**config.mk**
```make
export PLATFORM = sky130hd
export DESIGN_NAME = guess_frame_tx
export DESIGN_NICKNAME = d
export VERILOG_FILES = /design/src/rtl/guess_link_pkg.sv /design/src/rtl/uart_tx_byte.sv /design/src/rtl/guess_frame_tx.sv
export SDC_FILE = /design/constraint.sdc
export NUM_CORES = 1
export LEC_CHECK = 0
export CAP_MARGIN = 15
export CORE_UTILIZATION = 40
export DETAILED_ROUTE_END_ITERATION = 12
export PLACE_DENSITY = 0.59
export SYNTH_ARGS = -nofsm -noshare
export SYNTH_HDL_FRONTEND = slang
export SYNTH_SLANG_ARGS = --single-unit
export TNS_END_PERCENT = 1
```
**constraint.sdc**
```tcl
create_clock -name clk -period 2.6 [get_ports clk]
set_input_delay 0.26 -clock clk [delete_from_list [all_inputs] [get_ports clk]]
set_output_delay 0.26 -clock clk [all_outputs]
set_load 0.01 [all_outputs]
```
**src/rtl/guess_link_pkg.sv**
```systemverilog
// Shared definitions for the two-player game link.
// Holds the frame header, the frame length, the message type enum, the
// frame-sequencer and byte-serialiser state encodings, and the helper
// that builds each frame byte from a latched payload.
package guess_link_pkg;

   localparam logic [7:0] FRAME_HDR   = 8'hA5;
   localparam int         FRAME_BYTES = 4;

   typedef enum logic [2:0] {
      MSG_SELECT = 3'd0,
      MSG_BOARD  = 3'd1,
      MSG_GUESS  = 3'd2
   } msg_t;

   typedef logic [1:0] frame_state_t;
   localparam frame_state_t FS_IDLE   = 2'd0;
   localparam frame_state_t FS_BYTE   = 2'd1;
   localparam frame_state_t FS_FINISH = 2'd2;

   typedef logic [1:0] uart_state_t;
   localparam uart_state_t US_IDLE  = 2'd0;
   localparam uart_state_t US_START = 2'd1;
   localparam uart_state_t US_DATA  = 2'd2;
   localparam uart_state_t US_STOP  = 2'd3;

   // Byte idx of the frame: header, {type, mask[8], person}, mask[7:0], xor checksum.
   function automatic logic [7:0] frame_byte(input logic [1:0] idx,
                                             input logic [2:0] msg,
                                             input logic [3:0] person,
                                             input logic [8:0] mask);
      logic [7:0] b1;
      logic [7:0] b2;
      logic [7:0] res;
      b1 = {msg, mask[8], person};
      b2 = mask[7:0];
      case (idx)
         2'd0:    res = FRAME_HDR;
         2'd1:    res = b1;
         2'd2:    res = b2;
         default: res = FRAME_HDR ^ b1 ^ b2;
      endcase
      return res;
   endfunction

endpackage

```
**src/rtl/uart_tx_byte.sv**
```systemverilog
// Byte-level UART 8N1 serialiser, LSB first, idle high.
// Ports:
//   clk, rst_n  clock, asynchronous active-low reset
//   start       load data and begin a start bit next cycle (honoured when ready)
//   data        byte to send, captured on the accepted start cycle
//   tx          serial line
//   ready       idle, or in the last cycle of a stop bit so a following
//               byte can begin with no idle gap
//
// state    | meaning
// US_IDLE  | line idle high, waiting for start
// US_START | start bit (0)
// US_DATA  | data bits 0..7
// US_STOP  | stop bit (1)
module uart_tx_byte
   import guess_link_pkg::*;
#(
   parameter int CLKS_PER_BIT = 564
) (
   input  logic       clk,
   input  logic       rst_n,
   input  logic       start,
   input  logic [7:0] data,
   output logic       tx,
   output logic       ready
);

   localparam int            CW       = (CLKS_PER_BIT > 1) ? $clog2(CLKS_PER_BIT) : 1;
   localparam logic [CW-1:0] CNT_LAST = CW'(CLKS_PER_BIT - 1);

   uart_state_t   state_q, state_d;
   logic [CW-1:0] cnt_q, cnt_d;
   logic [2:0]    bit_q, bit_d;
   logic [7:0]    data_q, data_d;
   logic          tx_q, tx_d;
   logic          bit_end;

   assign bit_end = (cnt_q == CNT_LAST);
   assign ready   = (state_q == US_IDLE) || ((state_q == US_STOP) && bit_end);
   assign tx      = tx_q;

   always_comb begin
      state_d = state_q;
      cnt_d   = cnt_q;
      bit_d   = bit_q;
      data_d  = data_q;
      tx_d    = tx_q;
      if (start && ready) begin
         state_d = US_START;
         cnt_d   = '0;
         data_d  = data;
         tx_d    = 1'b0;
      end else begin
         case (state_q)
            US_START: begin
               if (bit_end) begin
                  state_d = US_DATA;
                  cnt_d   = '0;
                  bit_d   = 3'd0;
                  tx_d    = data_q[0];
               end else begin
                  cnt_d = cnt_q + 1'b1;
               end
            end
            US_DATA: begin
               if (bit_end) begin
                  cnt_d = '0;
                  if (bit_q == 3'd7) begin
                     state_d = US_STOP;
                     tx_d    = 1'b1;
                  end else begin
                     bit_d = bit_q + 3'd1;
                     tx_d  = data_q[bit_q + 3'd1];
                  end
               end else begin
                  cnt_d = cnt_q + 1'b1;
               end
            end
            US_STOP: begin
               if (bit_end) begin
                  state_d = US_IDLE;
                  cnt_d   = '0;
               end else begin
                  cnt_d = cnt_q + 1'b1;
               end
            end
            default: begin
               state_d = US_IDLE;
               tx_d    = 1'b1;
            end
         endcase
      end
   end

   always_ff @(posedge clk or negedge rst_n) begin
      if (!rst_n) begin
         state_q <= US_IDLE;
         cnt_q   <= '0;
         bit_q   <= 3'd0;
         data_q  <= 8'h00;
         tx_q    <= 1'b1;
      end else begin
         state_q <= state_d;
         cnt_q   <= cnt_d;
         bit_q   <= bit_d;
         data_q  <= data_d;
         tx_q    <= tx_d;
      end
   end

endmodule

```
**src/rtl/guess_frame_tx.sv**
```systemverilog
// Transmit end of the game link: packs msg_type, person and the 9-card flip
// mask into a 4-byte frame (A5, {type,mask[8],person}, mask[7:0], xor) and
// sends it as UART 8N1 through uart_tx_byte.
// Ports:
//   clk, rst_n  clock, asynchronous active-low reset
//   send        one-cycle frame request
//   msg_type    message type, sent unchecked
//   person      selected person index
//   mask        card flip mask
//   busy        frame active or pending
//   done        one-cycle pulse after the last stop bit of a frame
//   tx          UART line, idle high
//
// state     | meaning
// FS_IDLE   | no frame, waiting for send
// FS_BYTE   | a frame byte is on the line; byte_idx_q selects which
// FS_FINISH | one cycle after B3 stop bit: done pulse, restart if pending
module guess_frame_tx
   import guess_link_pkg::*;
#(
   parameter int CLKS_PER_BIT = 564
) (
   input  logic       clk,
   input  logic       rst_n,
   input  logic       send,
   input  logic [2:0] msg_type,
   input  logic [3:0] person,
   input  logic [8:0] mask,
   output logic       busy,
   output logic       done,
   output logic       tx
);

   localparam logic [1:0] LAST_BYTE = 2'(FRAME_BYTES - 1);

   frame_state_t state_q, state_d;
   logic [1:0]   byte_idx_q, byte_idx_d;
   logic         pend_q, pend_d;
   logic [2:0]   msg_q, msg_d, sh_msg_q, sh_msg_d;
   logic [3:0]   person_q, person_d, sh_person_q, sh_person_d;
   logic [8:0]   mask_q, mask_d, sh_mask_q, sh_mask_d;
   logic         byte_start;
   logic [7:0]   byte_data;
   logic         byte_ready;

   uart_tx_byte #(
      .CLKS_PER_BIT (CLKS_PER_BIT)
   ) u_uart (
      .clk   (clk),
      .rst_n (rst_n),
      .start (byte_start),
      .data  (byte_data),
      .tx    (tx),
      .ready (byte_ready)
   );

   assign done = (state_q == FS_FINISH);
   assign busy = (state_q == FS_BYTE) || ((state_q == FS_FINISH) && pend_q);

   always_comb begin
      state_d     = state_q;
      byte_idx_d  = byte_idx_q;
      pend_d      = pend_q;
      msg_d       = msg_q;
      person_d    = person_q;
      mask_d      = mask_q;
      sh_msg_d    = sh_msg_q;
      sh_person_d = sh_person_q;
      sh_mask_d   = sh_mask_q;
      byte_start  = 1'b0;
      byte_data   = FRAME_HDR;
      case (state_q)
         FS_IDLE: begin
            if (send) begin
               msg_d      = msg_type;
               person_d   = person;
               mask_d     = mask;
               byte_idx_d = 2'd0;
               byte_start = 1'b1;
               state_d    = FS_BYTE;
            end
         end
         FS_BYTE: begin
            if (send) begin
               pend_d      = 1'b1;
               sh_msg_d    = msg_type;
               sh_person_d = person;
               sh_mask_d   = mask;
            end
            // ready here means the current stop bit ends this cycle
            if (byte_ready) begin
               if (byte_idx_q == LAST_BYTE) begin
                  state_d = FS_FINISH;
               end else begin
                  byte_idx_d = byte_idx_q + 2'd1;
                  byte_start = 1'b1;
                  byte_data  = frame_byte(byte_idx_q + 2'd1, msg_q, person_q, mask_q);
               end
            end
         end
         FS_FINISH: begin
            pend_d = 1'b0;
            if (send || pend_q) begin
               // a request arriving now is newer than the shadow copy
               if (send) begin
                  msg_d    = msg_type;
                  person_d = person;
                  mask_d   = mask;
               end else begin
                  msg_d    = sh_msg_q;
                  person_d = sh_person_q;
                  mask_d   = sh_mask_q;
               end
               byte_idx_d = 2'd0;
               byte_start = 1'b1;
               state_d    = FS_BYTE;
            end else begin
               state_d = FS_IDLE;
            end
         end
         default: state_d = FS_IDLE;
      endcase
   end

   always_ff @(posedge clk or negedge rst_n) begin
      if (!rst_n) begin
         state_q     <= FS_IDLE;
         byte_idx_q  <= 2'd0;
         pend_q      <= 1'b0;
         msg_q       <= 3'd0;
         person_q    <= 4'd0;
         mask_q      <= 9'd0;
         sh_msg_q    <= 3'd0;
         sh_person_q <= 4'd0;
         sh_mask_q   <= 9'd0;
      end else begin
         state_q     <= state_d;
         byte_idx_q  <= byte_idx_d;
         pend_q      <= pend_d;
         msg_q       <= msg_d;
         person_q    <= person_d;
         mask_q      <= mask_d;
         sh_msg_q    <= sh_msg_d;
         sh_person_q <= sh_person_d;
         sh_mask_q   <= sh_mask_d;
      end
   end

endmodule

```
==> metrics.md, run 1 <==
| Metric | Value |
|---|---|
| Sequential share of the synthesized area | `a little under half` |
| Share of post-route cells with drive strength above 1 | `16.06%` |
| First-pass DRT Iterations | `4` |
| Status | `completed` |
| Logic pwr share | `approximately 5.7%` |
| Routed metal-1 wirelength | `2.750 mm` |
| Final setup violation count | `0` |
| H-tree depth | `3` |
| Multiplexer share of the synthesized area | `13.06%` |
| Port-buffer cells | `21` |
| Pre-CTS worst setup slack | `~0.48 ns` |
| NumNets Final | `357` |
| Final-report max-slew violation count | `0` |
| Int Power | `1.502 mW` |
| Max cap viols | `0` |
| Post-Synthesis Cells | `303` |
| Largest net degree at the start of global routing | `62` |
| Crit path DAT | `around 2.4 ns` |
| Clock Latency Late Sink | `0.34 ns` |
| Vias in the first global route | `about 2200` |
| Fin crit period | `approximately 2.1 ns` |
| Routed len/inst | `13.66 um` |
| Pleak | `~1.6 nW` |
| Sequential power share | `51.4%` |
| Skew final | `0.01131 ns` |
| Main synth FF type | `dfrtp_1` |
| Number of synthesized flops with an enable pin | `0` |
| Compound-cell area share of the yosys netlist | `13.95%` |
| Initial detailed-routing violation count | `59` |
| Final period utilization | `between 80% and 90%` |
| Std cell rows | `32` |
| Routed wire length on met2 | `2.861 mm` |
| Worst Path Required | `2.83 ns` |
| Hold WC Path Type | `in -> async` |
| DR top layer | `met4` |
| Adder-cell share of the synthesized area | `4.994%` |
| Max Clock Freq | `468.3 MHz` |
| Non-filler cells in the finished layout | `432` |
| Die width | `92.24 um` |
| Max Fanout on Critical Path | `16` |
| Mapped Area | `about 3300 sq um` |
| Final ANT Viol Nets | `0` |
| Initial antenna violation count | `0` |
| Vias | `2225` |
| Setup TNS Final | `0 ns` |
| Maximum root-to-sink buffer count | `2` |
| Max_slew headroom | `57.12%` |
| Avg Cell Area, Syn | `10.75 sq um` |
| Post-CTS Setup Inserts | `0` |
| Remaining DRCs | `0` |
| Clock transition at the registers of the reported paths | `0.07 ns` |
| CTS sink cnt | `61` |
| Power Density | `~520 nW/um^2` |
| CP Class | `reg -> reg` |
| Final worst setup slack | `0.4644 ns` |
| Starting Density | `41.71%` |
| Sw Pwr | `463.0 uW` |
| Commonest non-fill, non-tap cell in the layout | `dfrtp_1` |
| Distinct cells, synth | `52` |
| CTS buffer count | `9` |
| Met3 WL post-DR | `around 210 um` |
| Hpwl dp | `about 4 mm` |
| Synth warn | `0` |
| Flop and latch count out of synthesis | `a little over 60` |
| Clock root cell | `clkbuf_8` |
| Vias per cell | `5.150` |
| GRT Resource Usage Total | `15.69%` |
| First-pass GRT wire length | `between 10 and 15 mm` |
| Switching power share of the total | `approximately a quarter` |
| XOR/XNOR Fraction of Synth Area | `4.034%` |
| WL final | `between 5 and 6 mm` |
| Asr flop ratio synth | `100.0%` |
| Die Area | `8507 sq um` |
| Finished Core Util | `48.27%` |
| Clock power share | `42.8%` |
| RSZ-0062 raised after global routing | `false` |
| Hold WS | `about 0.45 ns` |
| Placed insts | `415` |
| Crit. End Element | `flip-flop` |
| FILL cells | `726` |
| Die height | `92.24 um` |
| Max VDD drop | `roughly 0.33 mV` |
| Worst Max-Slew Pin Slew | `~0.64 ns` |
| GRT overflow | `0` |
| Antenna cells | `0` |
| CTS tree | `done` |
| Main combinational cell family by area after synthesis | `compound AO/OA/AOI/OAI gates` |
| Core area | `around 7800 sq um` |
| RePlAce Congestion | `between 0.7 and 0.8` |
| Simple-Gate Fraction of Synth Area | `13.83%` |
| Post_cts resized | `0` |
| Commonest non-fill, non-tap cells in the layout | `60 x dfrtp_1, 40 x nand2_1, 26 x o21ai_0` |
| Io pins | `22` |
| Area Overhead vs Synth | `15.71%` |
| Final hold viol count | `0` |
| Mapped Nets | `335` |
| CP Launch Type | `flip-flop` |
==> path summary, 6_finish.rpt <==
| kind | start | to | slack (ns) | depth (start not counted) |
|---|---|---|---|---|
| worst max-delay path | u_uart.state_q[0] | u_uart.bit_q[0] | 0.46 | 6 |
| worst min-delay path | rst_n | u_uart.cnt_q[5] | 0.45 | 3 |
| worst max register to register | u_uart.state_q[0] | u_uart.bit_q[0] | 0.46 | 6 |
| worst min register to register | u_uart.data_q[5] | u_uart.data_q[5] | 0.47 | 2 |
| max in group asynchronous | rst_n | u_uart.tx | 1.86 | 3 |
| min in group clk | u_uart.data_q[5] | u_uart.data_q[5] | 0.47 | 2 |
==> stage by stage <==
stage / area [sq um] / power [mW]
after global placement: 3560 / 1.140
after CTS: 3769 / 2.006
after global routing: 3769 / 2.047
after detailed placement: 3560 / 1.144
after floorplan: 3257 / 1.077
final: 3769 / 1.965
==> worst max-delay path, stage by stage, from the launching register on <==
cell	delay [ns]
dfrtp_1	0.42
inv_1	0.12
ha_1	0.34
a41oi_2	0.30
nand2b_4	0.31
nand4_2	0.19
mux2_4	0.33
==> flip-flops by register name (all words and copies together), names as in the netlist <==
name,cells
u_uart.bit_q,3
msg_q,3
state_q,2
sh_mask_q,9
u_uart.cnt_q,10
person_q,4
mask_q,9
u_uart.data_q,8
u_uart.tx,1
sh_person_q,4
sh_msg_q,3
pend_q,1
u_uart.state_q,2
byte_idx_q,2
==> final cells by class <==
| class | count | area [sq um] | share of cell area, % |
|---|---|---|---|
| clock inverters | 6 | 71.32 | 1.892 |
| well taps | 102 | 127.6 | 3.386 |
| repair buffers | 26 | 257.7 | 6.839 |
| inverters | 8 | 30.03 | 0.7968 |
| clock buffers | 10 | 127.6 | 3.386 |
| multi-input cells | 219 | 1627 | 43.16 |
| flip-flops and latches | 61 | 1528 | 40.54 |
==> Yosys cell counts, types with 2 or more instances <==
library cell	instances	area [sq um]
nand3_1	6	30.03
xnor2_1	4	35.03
o21ai_0	26	130.1
a22oi_1	2	15.01
buf_2	3	15.01
a2111oi_2	3	45.04
dfrtp_1	60	1501
and3_1	3	18.77
mux2i_1	23	230.2
nand2_1	40	150.1
clkbuf_1	8	30.03
a21o_1	4	30.03
xor2_1	11	96.34
ha_1	13	162.7
nand4_1	4	25.02
a21oi_1	6	30.03
buf_4	2	15.01
nor2_1	12	45.04
nor2b_1	7	43.79
mux2_2	16	180.2
nand2b_1	2	12.51
o22ai_1	3	18.77
a221oi_1	7	61.31
nor3_1	3	15.01
inv_1	8	30.03
==> what timing repair did <==
action / CTS / global route
hold endpoints to repair: 60 / 0
hold buffers: 1 / 0
endpoints found under the setup margin: 0 / 0
==> routing by layer <==
layer / vias to the layer above / track usage, %
met1: 1058 / 19.17
met3: 6 / 5.224
li1: 1123 / -
met5: - / 0
met4: 0 / 5.078
met2: 38 / 26.06
==> power by group through the flow <==
stage	Sequential (mW)	Combinational (mW)	Clock [mW]
floorplan	1.02	0.0545	0
global placement	1.03	0.113	0
detailed placement	1.03	0.115	0
CTS	1.01	0.117	0.879
global route	1.01	0.128	0.906
finish	1.01	0.113	0.842
==> cells by family (layout without fill, tap and decap cells) <==
family	Yosys count	in the layout
xor gates and xnor gates	15	15
AOI/OAI and AO/OA	64	64
and+or+nand+nor	87	87
DFF	61	61
muxes	40	40
adders and majority gates	13	13
buffers and inverters	23	50
Power figures use the tool's default switching activity.
==> run 2, diff against run 1 <==
--- a/config.mk
+++ b/config.mk
@@ -8,7 +8,7 @@
 export CAP_MARGIN = 15
 export CORE_UTILIZATION = 40
 export DETAILED_ROUTE_END_ITERATION = 12
-export PLACE_DENSITY = 0.59
+export PLACE_DENSITY = 0.61
 export SYNTH_ARGS = -nofsm -noshare
 export SYNTH_HDL_FRONTEND = slang
 export SYNTH_SLANG_ARGS = --single-unit
==> constraint.sdc (replaced) <==
create_clock -name clk -period 1.7 [get_ports clk]
set_input_delay 0.17 -clock clk [delete_from_list [all_inputs] [get_ports clk]]
set_output_delay 0.17 -clock clk [all_outputs]
set_load 0.01 [all_outputs]
==> metrics.md, run 2 (synthesis gave the netlist of run 1 again) <==
| Metric | Value |
|---|---|
| Status | `finished with violations` |
| Failing checks | `negative setup slack` |
| Instance count on the critical path | `6 (unchanged)` |
| CP Class | `reg -> reg` |
| Power Density | `737.6 nW/um^2 (+41%)` |
| Dpl cell area | `3860 sq um (+8.4%)` |
| Hpwl dp | `4.575 mm (+12%)` |
| Crit path to | `u_uart.bit_q[0]` |
| Commonest non-fill, non-tap cells in the layout | `60 x dfrtp_1, 40 x nand2_1, 33 x buf_4` |
| Final period utilization | `104.7% (+23 points)` |
| Max cap viols | `0 (unchanged)` |
| CTS tree | `done` |
| Total power | `3.059 mW (+56%)` |
| Setup TNS Final | `-0.2499 ns (-0.2499 ns)` |
| Antenna cells | `0 (unchanged)` |
| Io pins | `22 (unchanged)` |
| Crit. End Element | `flip-flop` |
| CP max stage delay | `0.42 ns (about the same)` |
| Starting Density | `41.71% (unchanged)` |
| FILL cells | `720 (-0.83%)` |
| Final Instance Area | `4148 sq um (+10%)` |
| CTS buffer count | `9 (unchanged)` |
| FF/Latch Area | `1528 sq um (unchanged)` |
| Top Registers | `u_uart.cnt_q x10, mask_q x9, sh_mask_q x9` |
| Worst Setup SP | `byte_idx_q[0]` |
| Vias per cell | `5.041 (-2.1%)` |
| Hold WC Path Type | `in -> async` |
| Worst path top cell family by delay | `simple AND/OR/NAND/NOR gates` |
| NumNets Final | `390 (+9.2%)` |
| R2R Setup Slk | `-0.08 ns (-0.54 ns)` |
| Pleak | `1.744 nW (+11%)` |
| CP max-delay cell | `or3b_4` |
| Share of post-route cells with drive strength above 1 | `29.20% (+13 points)` |
| Final worst setup slack | `-0.07974 ns (-0.5442 ns)` |
| Final ANT Viol Nets | `0 (unchanged)` |
| Max reg flops | `10 (unchanged)` |
| Pre-CTS worst setup slack | `-0.1822 ns (-0.6600 ns)` |
| H-tree depth | `3 (unchanged)` |
| Crit path DAT | `2.00 ns (-0.36 ns)` |
| Area Overhead vs Synth | `27.35%` |
| Max VDD drop | `0.5422 mV (+63%)` |
| Critical path cell sequence | `ha_2 > or3b_4 > o21ai_4 > nand2b_4 > nand4_4 > mux2_4` |
| Clock root cell | `clkbuf_8` |
| Fin crit period | `1.780 ns (-0.3558 ns)` |
| Worst Max-Slew Pin Slew | `0.3553 ns (-0.2878 ns)` |
| Port-buffer cells | `21 (unchanged)` |
| Die height | `92.24 um (unchanged)` |
| First-pass DRT Iterations | `4 (unchanged)` |
| Worst flop-to-flop path startpoint | `byte_idx_q[0]` |
| Skew final | `0.006709 ns (-0.004600 ns)` |
| CP Launch Type | `flip-flop` |
| Die Area | `8507 sq um (unchanged)` |
| RSZ-0062 raised after global routing | `true` |
| CTS sink cnt | `61 (unchanged)` |
| Reg2reg end | `u_uart.bit_q[0]` |
| Clock Latency Late Sink | `0.34 ns (about the same)` |
| Initial detailed-routing violation count | `64 (+8.5%)` |
| Max_slew headroom | `76.31% (+19 points)` |
| Worst path bufs/invs | `0 (-1)` |
| RePlAce Congestion | `0.8109 (+4.5%)` |
| Initial antenna violation count | `0 (unchanged)` |
| Std cell rows | `32 (unchanged)` |
| Clock transition at the registers of the reported paths | `0.07 ns (about the same)` |
| Top reg by flops | `u_uart.cnt_q` |
| Final-report max-slew violation count | `0 (unchanged)` |
| Max Clock Freq | `561.9 MHz (+20%)` |
| R2R depth | `6 (unchanged)` |
| Die width | `92.24 um (unchanged)` |
| GRT Resource Usage Total | `16.43% (+0.73 points)` |
| Hold WS | `0.1980 ns (-0.2503 ns)` |
| Maximum root-to-sink buffer count | `2 (unchanged)` |
| Vias | `2344 (+5.3%)` |
| Core area | `7807 sq um (unchanged)` |
| Routed len/inst | `13.35 um (-2.2%)` |
| Vias in the first global route | `2401 (+7.4%)` |
| Worst Path Required | `1.92 ns (-0.91 ns)` |
| GRT overflow | `0 (unchanged)` |
| Footprint of the multi-input gates | `1732 sq um (+6.5%)` |
| WL final | `6.209 mm (+5.2%)` |
| Final hold viol count | `0 (unchanged)` |
| Commonest non-fill, non-tap cell in the layout | `dfrtp_1` |
| Max Fanout on Critical Path | `10 (-6)` |
| First-pass GRT wire length | `11.02 mm (+5.8%)` |
| Remaining DRCs | `0 (unchanged)` |
| Final setup violation count | `8 (+8)` |
| Largest net degree at the start of global routing | `37 (-40%)` |
==> run 2: repair_timing <==
item	4_1_cts	5_1_grt
setup endpoints to repair	21	24
pin swaps	3	5
hold endpoints to repair	6	0
resized for setup	9	13
hold buffers	1	0
setup buffers	0	0
==> run 2: metal layers <==
metal  vias up  track usage [%]  routed length, um  part of all wire, %
met5         -                0                  0                    0
met4         0            6.120                101                  1.6
met3        11            4.063                171                  2.8
met2        29            26.99               3055                   49
met1      1112            20.87               2880                   46
li1       1192                -                  -                    -
==> run 2: worst min-delay path by stage <==
stage	to	cells after the start	slack (ns)	startpoint
finish	u_uart.cnt_q[4]	2	0.20	rst_n
global route	u_uart.cnt_q[4]	2	0.20	rst_n
CTS	u_uart.cnt_q[4]	2	0.20	rst_n
detailed placement	u_uart.cnt_q[4]	1	0.02	rst_n
global placement	u_uart.cnt_q[4]	1	0.02	rst_n
floorplan	byte_idx_q[0]	0	-0.13	rst_n
==> run 2: through the flow <==
step                util (%)  instances
floorplan                  -        303
global placement       49.44        448
detailed placement     49.44        448
CTS                    52.63        465
global route           53.13        465
finish                 53.13        465
==> run 2: power by group <==
part           total [mW]  switching, mW  leakage [nW]  internal (mW)
combinational       0.179         0.0755         0.932          0.104
sequential           1.54         0.0367         0.717           1.51
clock                1.34          0.609        0.0955          0.726
total                3.06          0.721          1.74           2.34
==> run 2: area by class of cell <==
class / instances / area share [%]
Multi-Input combinational cell: 219 / 41.75
Clock inverter: 6 / 1.689
Inverter: 8 / 0.7240
Clock buffer: 10 / 3.318
Tap cell: 102 / 3.077
Sequential cell: 61 / 36.83
Timing Repair Buffer: 59 / 12.61
==> run 3, diff against run 2 <==
--- a/config.mk
+++ b/config.mk
@@ -6,8 +6,10 @@
 export NUM_CORES = 1
 export LEC_CHECK = 0
 export CAP_MARGIN = 15
+export CORE_MARGIN = 2
 export CORE_UTILIZATION = 40
 export DETAILED_ROUTE_END_ITERATION = 12
+export HOLD_SLACK_MARGIN = 0.02
 export PLACE_DENSITY = 0.61
 export SYNTH_ARGS = -nofsm -noshare
 export SYNTH_HDL_FRONTEND = slang
==> metrics.md, run 3 (synthesis gave the netlist of run 1 again) <==
| Metric | Value |
|---|---|
| GR Util met2 | `26.43% (-0.56 points)` |
| Critical path cell sequence | `ha_2 > or3b_4 > o21ai_4 > nand2b_4 > nand4_4 > mux2_4` |
| Starting Density | `41.71% (unchanged)` |
| Max_slew headroom | `77.81% (+1.5 points)` |
| RePlAce Congestion | `0.7789 (-3.9%)` |
| Io pins | `22 (unchanged)` |
| RSZ-0062 raised after global routing | `true` |
| Worst path bufs/invs | `0 (unchanged)` |
| Max VDD drop | `0.5932 mV (+9.4%)` |
| Initial detailed-routing violation count | `78 (+22%)` |
| Met1 usage | `20.56% (-0.30 points)` |
| Hpwl dp | `4.508 mm (-1.5%)` |
| Worst path top cell family by delay | `simple AND/OR/NAND/NOR gates` |
| Final period utilization | `103.4% (-1.3 points)` |
| First-pass DRT Iterations | `4 (unchanged)` |
| Hold WS | `0.2493 ns (+0.05128 ns)` |
| Final hold viol count | `0 (unchanged)` |
| Die height | `94.24 um (+2.2%)` |
| Finished Core Util | `54.47% (+1.3 points)` |
| Status | `finished with violations` |
| FF/Latch Area | `1528 sq um (unchanged)` |
| Failing checks | `negative setup slack` |
| Clock Latency Late Sink | `0.34 ns (about the same)` |
| Met3 Usage GRT | `4.334% (+0.27 points)` |
| Hold WC Path Type | `in -> async` |
| Initial antenna violation count | `0 (unchanged)` |
| Grt peak-use layer | `met2` |
| Crit. End Element | `flip-flop` |
| Std cell rows | `32 (unchanged)` |
| Vias per cell | `5.064 (+0.46%)` |
| Crit path DAT | `1.99 ns (about the same)` |
| CP Class | `reg -> reg` |
| H-tree depth | `3 (unchanged)` |
| Footprint of the multi-input gates | `1789 sq um (+3.3%)` |
| Maximum root-to-sink buffer count | `2 (unchanged)` |
| Clock root cell | `clkbuf_8` |
| CP Launch Type | `flip-flop` |
| Max cap viols | `0 (unchanged)` |
| Final worst setup slack | `-0.05830 ns (+0.02145 ns)` |
| Worst Path Required | `1.93 ns (about the same)` |
| Port-buffer cells | `21 (unchanged)` |
| WL final | `6.338 mm (+2.1%)` |
| Largest net degree at the start of global routing | `37 (unchanged)` |
| Top Registers | `u_uart.cnt_q x10, mask_q x9, sh_mask_q x9` |
| Share of post-route cells with drive strength above 1 | `30.79% (+1.6 points)` |
| Commonest non-fill, non-tap cell in the layout | `dfrtp_1` |
| Max Fanout on Critical Path | `6 (-4)` |
| Core area | `7807 sq um (unchanged)` |
| Final setup violation count | `10 (+2)` |
| Worst Max-Slew Pin Slew | `0.3315 ns (-0.02381 ns)` |
| Max Clock Freq | `568.7 MHz (+1.2%)` |
| FILL cells | `690 (-4.2%)` |
| Setup TNS Final | `-0.1672 ns (+0.08278 ns)` |
| Commonest non-fill, non-tap cells in the layout | `60 x dfrtp_1, 39 x nand2_1, 32 x buf_4` |
| Routed len/inst | `13.51 um (+1.2%)` |
| Die width | `94.24 um (+2.2%)` |
| Antenna cells | `0 (unchanged)` |
| Placed insts | `450 (+0.45%)` |
| CTS buffer count | `9 (unchanged)` |
| CTS sink cnt | `61 (unchanged)` |
| GRT overflow | `0 (unchanged)` |
| Fin crit period | `1.758 ns (-0.02145 ns)` |
| CTS tree | `done` |
| Skew final | `0.01069 ns (+0.003981 ns)` |
| Final ANT Viol Nets | `0 (unchanged)` |
| Total power | `3.065 mW (+0.17%)` |
| Clock transition at the registers of the reported paths | `0.07 ns (about the same)` |
| Max reg flops | `10 (unchanged)` |
| Power Density | `720.6 nW/um^2 (-2.3%)` |
| Area Overhead vs Synth | `30.58%` |
| CP max stage delay | `0.43 ns (about the same)` |
| Final-report max-slew violation count | `0 (unchanged)` |
| Remaining DRCs | `0 (unchanged)` |
| Top reg by flops | `u_uart.cnt_q` |
| GRT Resource Usage Total | `15.96% (-0.47 points)` |
| Vias in the first global route | `2379 (-0.92%)` |
| Die Area | `8880 sq um (+4.4%)` |
| CP max-delay cell | `or3b_4` |
| Pleak | `1.782 nW (+2.2%)` |
| Vias | `2375 (+1.3%)` |
| Non-filler cells in the finished layout | `469 (+0.86%)` |
| First-pass GRT wire length | `11.18 mm (+1.4%)` |
| NumNets Final | `394 (+1.0%)` |
## run 3: per-stage QoR
stage | instance area [sq um] | setup WS (ns)
after floorplan | 3307 | -0.02250
after global placement | 3887 | -0.07562
after detailed placement | 3887 | -0.08651
after CTS | 4135 | -0.1204
after global routing | 4253 | -0.1558
final | 4253 | -0.05830
## run 3: layout make-up
type                            count  area share [%]
Clock buffer                       10           3.236
Timing Repair Buffer               62           13.39
Sequential cell                    61           35.92
Clock inverter                      6           1.677
Tap cell                          102           3.001
Multi-Input combinational cell    220           42.07
Inverter                            8          0.7061
## run 3: timing repair
| item | CTS | global route |
|---|---|---|
| pin swaps | 1 | 7 |
| buffers inserted | 0 | 1 |
| gates cloned | 0 | 1 |
| hold endpoints to repair | 10 | 0 |
| gates resized for setup | 11 | 23 |
| setup endpoints to repair | 21 | 25 |
| hold buffers | 1 | 0 |
## run 3: report_power, final
| part | switching (mW) | leakage, nW | internal (mW) | total (mW) |
|---|---|---|---|---|
| Combinational | 0.0772 | 0.966 | 0.107 | 0.184 |
| Sequential | 0.0367 | 0.717 | 1.51 | 1.54 |
| Clock | 0.610 | 0.0991 | 0.726 | 1.34 |
| Total | 0.724 | 1.78 | 2.34 | 3.06 |
## run 3: worst paths after layout
| path | startpoint | to | slack, ns | cells after the start |
|---|---|---|---|---|
| min in group clk | person[1] | sh_person_q[1] | 0.46 | 2 |
| worst min register to register | u_uart.data_q[5] | u_uart.data_q[5] | 0.48 | 2 |
| max in group asynchronous | rst_n | u_uart.data_q[4] | 0.87 | 3 |
| worst min-delay path | rst_n | u_uart.cnt_q[6] | 0.25 | 2 |
| worst max-delay path | byte_idx_q[0] | u_uart.bit_q[0] | -0.06 | 6 |
| worst max register to register | byte_idx_q[0] | u_uart.bit_q[0] | -0.06 | 6 |
## run 3: worst reg2reg max path: stages (launching register included)
cell      delay, ns
dfrtp_1        0.39
ha_2           0.19
or3b_4         0.43
o21ai_4        0.12
nand2b_4       0.14
nand4_4        0.09
mux2_4         0.30
## run 3: metal layers
metal / wire (um) / vias up
met5: 0 / -
met1: 2995 / 1136
li1: - / 1203
met2: 3107 / 28
met3: 160 / 8
met4: 74 / 0
